--- src/rtl/pipo_skid_reg.sv ---
// pipo_skid_reg: two-entry valid/ready skid buffer with falling-edge capture,
// async reset, synchronous flush and occupancy output.
module pipo_skid_reg #(
    parameter int               WIDTH     = 16,
    parameter logic [WIDTH-1:0] RESET_VAL = {WIDTH{1'b0}}
) (
    input  logic             clk,
    input  logic             rst,
    input  logic             clr,
    input  logic             in_valid,
    output logic             in_ready,
    input  logic [WIDTH-1:0] data_in,
    output logic             out_valid,
    input  logic             out_ready,
    output logic [WIDTH-1:0] data_out,
    output logic [1:0]       occupancy
);
    typedef enum logic [1:0] {EMPTY = 2'd0, ONE = 2'd1, TWO = 2'd2} state_t;

    state_t           state_q, state_d;
    logic [WIDTH-1:0] main_q, main_d, skid_q, skid_d;
    logic             acc, deq;

    assign out_valid = (state_q != EMPTY) & ~clr;
    assign in_ready  = (state_q != TWO) & ~clr;
    assign acc       = in_valid & in_ready;
    assign deq       = out_valid & out_ready;
    assign data_out  = main_q;
    assign occupancy = state_q;

    always_comb begin
        state_d = state_q;
        main_d  = main_q;
        skid_d  = skid_q;
        case (state_q)
            EMPTY: begin
                if (acc) begin
                    main_d  = data_in;
                    state_d = ONE;
                end
            end
            ONE: begin
                if (acc && deq) begin
                    main_d = data_in;
                end else if (acc) begin
                    skid_d  = data_in;
                    state_d = TWO;
                end else if (deq) begin
                    state_d = EMPTY;
                end
            end
            TWO: begin
                if (deq) begin
                    main_d  = skid_q;
                    state_d = ONE;
                end
            end
            default: state_d = EMPTY;
        endcase
        // acc/deq are already masked by clr, so only the state needs forcing
        if (clr) state_d = EMPTY;
    end

    always_ff @(negedge clk or posedge rst) begin
        if (rst) begin
            state_q <= EMPTY;
            main_q  <= RESET_VAL;
            skid_q  <= RESET_VAL;
        end else begin
            state_q <= state_d;
            main_q  <= main_d;
            skid_q  <= skid_d;
        end
    end
endmodule

--- config.mk ---
export PLATFORM = sky130hd
export DESIGN_NAME = pipo_skid_reg
export DESIGN_NICKNAME = d
export VERILOG_FILES = /design/src/rtl/pipo_skid_reg.sv
export SDC_FILE = /design/constraint.sdc
export NUM_CORES = 1
export LEC_CHECK = 0
export ABC_AREA = 1
export BUFFER_PORTS_ARGS = -buffer_cell sky130_fd_sc_hd__clkbuf_2
export CAP_MARGIN = 40
export CORE_AREA = 2 2 58 60
export DETAILED_ROUTE_END_ITERATION = 12
export DIE_AREA = 0 0 60 62
export PLACE_DENSITY = 0.8
export RECOVER_POWER = 25
export SLEW_MARGIN = 20
export SYNTH_ARGS = -nofsm -noshare
export SYNTH_HDL_FRONTEND = slang
export SYNTH_SLANG_ARGS = --single-unit
--- constraint.sdc ---
create_clock -name clk -period 3.5 [get_ports clk]
set_input_delay 0.875 -clock clk [delete_from_list [all_inputs] [get_ports clk]]
set_output_delay 0.875 -clock clk [all_outputs]
set_load 0.02 [all_outputs]
**Yosys cells after proc, flatten, opt, wreduce, memory -nomap -nowiden**

Index checks and enable logic that the tools add are counted.

- Equal/unequal tests: 10
- Muxes and demuxes: 11
- Bitwise operators: 6
- Reduce and logical (&&, ||, !) cells: 7

Operator list:

| cell | count |
|---|---|
| $mux W16 | 3 |
| $pmux W16 S3 | 1 |
| $mux W2 | 6 |
| $ne A3 B3 Y1 const B | 3 |
| $ne A2 B2 Y1 const B | 4 |
| $reduce_and A4 Y1 | 2 |
| $pmux W2 S3 | 1 |
| $and A1 B1 Y1 | 4 |
| $ne A4 B4 Y1 const B | 1 |
| $reduce_and A3 Y1 | 1 |
| $reduce_bool A3 Y1 | 1 |
| $eq A2 B1 Y1 const B | 1 |
| $eq A2 B2 Y1 const B | 1 |
| $logic_not A2 Y1 | 1 |
| $not A1 Y1 | 2 |
| $reduce_bool A2 Y1 | 1 |
| $logic_and A1 B1 Y1 | 1 |

- Flip-flop bits (word level): 34
- Bits of input ports: 21
- Output and inout port bits: 20
- Logic and storage cells: 37

**Longest topological paths before layout**

- Depth after elaboration: 8
- Depth in mapped cells: 9

==> flow_summary_export.csv <==
group,metric,value,unit
clock_network,cts_buffers,5,
placed_design,pre_cts_slack,-0.06791,ns
grt,grt_pass1_wl,6782,µm
status,violations,"negative setup slack",
synth,yosys_register_bits,34,
route,postRouteAntennaNets,0,
synth,synth_warnings,0,
finish,design_area,0.002600,mm²
route,wl_per_cell,14.21,µm
timing,whs,0.4379,ns
route,dr.pass1.iters,5,
grt,gr-total-overflow,0,
power,p_leak,1.402,nW
finish,antennaDiodeCount,0,
power,p_per_area,625.3,mW/mm²
worst_setup_path,critical_path_class,"reg2out",
placed_design,dp_hpwl,2195,µm
synth,yosysTopAreaCellShare,0.5163,
clock_network,cts.sinks,34,
placed_design,place.gp.congestion,0.9180,
synth,ys_async_sr_fraction,1.000,
timing,slew_viol_final,0,
worst_setup_path,worstSetupEndpointType,"output pin",
route,routed_wl,4873,µm
timing,worst_slack,-0.4530,ns
die,die_area,0.003720,mm²
route,via_per_inst,5.052,
grt,grtUsageTotal,0.2572,
synth,synth_area_leaders,"dfrtn_1, nand2_1, o21ai_0, inv_1, buf_6",
synth,synth-edff-count,0,
placed_design,placed_area,0.001936,mm²
finish,final_util,0.8178,
route,drt_iter0_markers,112,
die,die_x,60,µm
worst_setup_path,worstPathArrival,3.08,ns
timing,worst-slew-pin-transition,0.8391,ns
synth,ys_types,21,
job,cap_violations,0,
status,status,"finished with violations",
synth,synth_area_per_cell,7.961,µm²
synth,yosysMostFrequentCell,"nand2_1",
clock_network,cts_tree,"built",
placed_design,numPortBuffers,40,
grt,antenna_found_initial,0,
clock_network,htreeDepth,2,
min_path,min_path_type,"reg2reg",
die,rows,21,
die,core-area,0.003179,mm²
timing,rsz0062_at_grt,"true",
worst_setup_path,critPathMaxFanout,3,
synth,syn-num-nets,228,
finish,drive_gt1_frac,0.4310,
worst_setup_path,reg2regPathDepth,25,
min_path,whs_path_depth,2,
timing,slew_headroom,0.4406,
route,drc_errors,0,
worst_setup_path,worstPathRequired,2.62,ns
clock_network,cts.clk_slew.worst_paths,0.07,ns
grt,grt_max_degree,35,
die,start_util,0.5183,
timing,setup_viol,34,
route,num_vias,1733,
synth,ys.flop_type,"dfrtn_1",
clock_network,clock_latency,0.33,ns
finish,final_nets,317,
grt,grt_pass1_vias,1528,
synth,netlist_area,0.001648,mm²
finish,area_growth,57.78,%
clock_network,clock_path_buffers,2,
synth,synthCells,207,
power,ir_drop,296.5,µV
clock_network,root_buffer,"clkbuf_4",
die,die_y,62,µm
synth,ys_top_cells_by_count,"nand2_1, dfrtn_1, o21ai_0",
synth,synth_top_cell_by_area,"dfrtn_1",
timing,skew,0.004647,ns
synth,ys_seq_area_frac,0.5163,
timing,hold_viol_final,0,
worst_setup_path,start_kind,"flip-flop",
die,ioPinCount,41,
metal layers:
layer | track usage | vias to the layer above | part of all wire
met5 | 0 | - | 0
met4 | 0.1429 | 0 | 0.035
met3 | 0.05176 | 19 | 0.051
met2 | 0.4239 | 85 | 0.51
met1 | 0.3186 | 812 | 0.40
li1 | - | 817 | -
what timing repair did:
item | 4_1_cts | 5_1_grt
endpoints found under the setup margin | 20 | 54
setup buffers | 33 | 10
hold buffers | 0 | 0
gates cloned | 0 | 3
gates resized for setup | 40 | 38
pin swaps | 1 | 7
metrics by stage:
step | TNS, ns | power [mW] | instances
3_3_place_gp | -0.6736 | 1.012 | 295
6_report | -2.187 | 1.626 | 343
2_1_floorplan | -0.3435 | 0.8928 | 207
4_1_cts | -7.988 | 1.487 | 336
3_5_place_dp | -1.478 | 1.022 | 295
5_1_grt | -4.103 | 1.707 | 343
critical path, stage by stage, from the launching register on:
cell and delay, ns:
dfrtn_1 0.49, inv_2 0.07, buf_6 0.12, nand2_4 0.06
inv_4 0.04, nor2_4 0.10, buf_8 0.11
state kept, by name, summed over array words and instances, names as in the netlist:
register   count
data_out      16
skid_q        16
occupancy      2
report_power, final:
part	internal, mW	switching [mW]
combinational	0.401	0.359
sequential	0.542	0.0858
clock	0.0965	0.141
total	1.04	0.586
cell type report:
class	count	area, µm²
clock inverters	2	12.51
clock buffers	6	51.30
repair buffers	89	789.5
inverters	25	101.3
multi-input cells	141	737.0
flip-flops and latches	34	850.8
fillers	175	579.3
well taps	46	57.56
placed cells by master (no fill, tap or decap):
master and instances:
nor2_1 8, buf_8 2, inv_4 1, clkbuf_16 1, nor2_2 3, inv_1 20, nand3_4 1, clkbuf_2 21
a21oi_1 5, o21ai_1 10, clkbuf_4 5, nand2_8 4, nand3_1 3, o21ai_0 16, nand2_2 12, nand4_1 1
buf_4 41, nand2_1 69, o21ai_2 1, nor3_1 3, clkinvlp_4 1, nand2_4 4, buf_12 1, buf_6 6
nor2_4 1, clkbuf_8 18, inv_6 1, clkinv_2 1, dfrtn_1 34, inv_2 3
final timing paths:
check	slack, ns	from	endpoint
setup / recovery	-0.45	occupancy[0]$_DFFE_NP0P_	in_ready
hold / removal	0.44	skid_q[4]$_DFFE_NP0P_	skid_q[4]$_DFFE_NP0P_
setup reg to reg	-0.03	occupancy[0]$_DFFE_NP0P_	data_out[7]$_DFFE_NP0P_
hold reg to reg	0.44	skid_q[4]$_DFFE_NP0P_	skid_q[4]$_DFFE_NP0P_
max in group asynchronous	0.53	rst	skid_q[3]$_DFFE_NP0P_
min in group asynchronous	2.42	rst	skid_q[8]$_DFFE_NP0P_
cells by family after synthesis:
kind of cell           after synthesis  synth area share
and+or+nand+nor                    107            0.2734
DFF                                 34            0.5163
buffers and inverters               34            0.1131
AOI/OAI and AO/OA                   32           0.09719
Power figures use the tool's default switching activity.
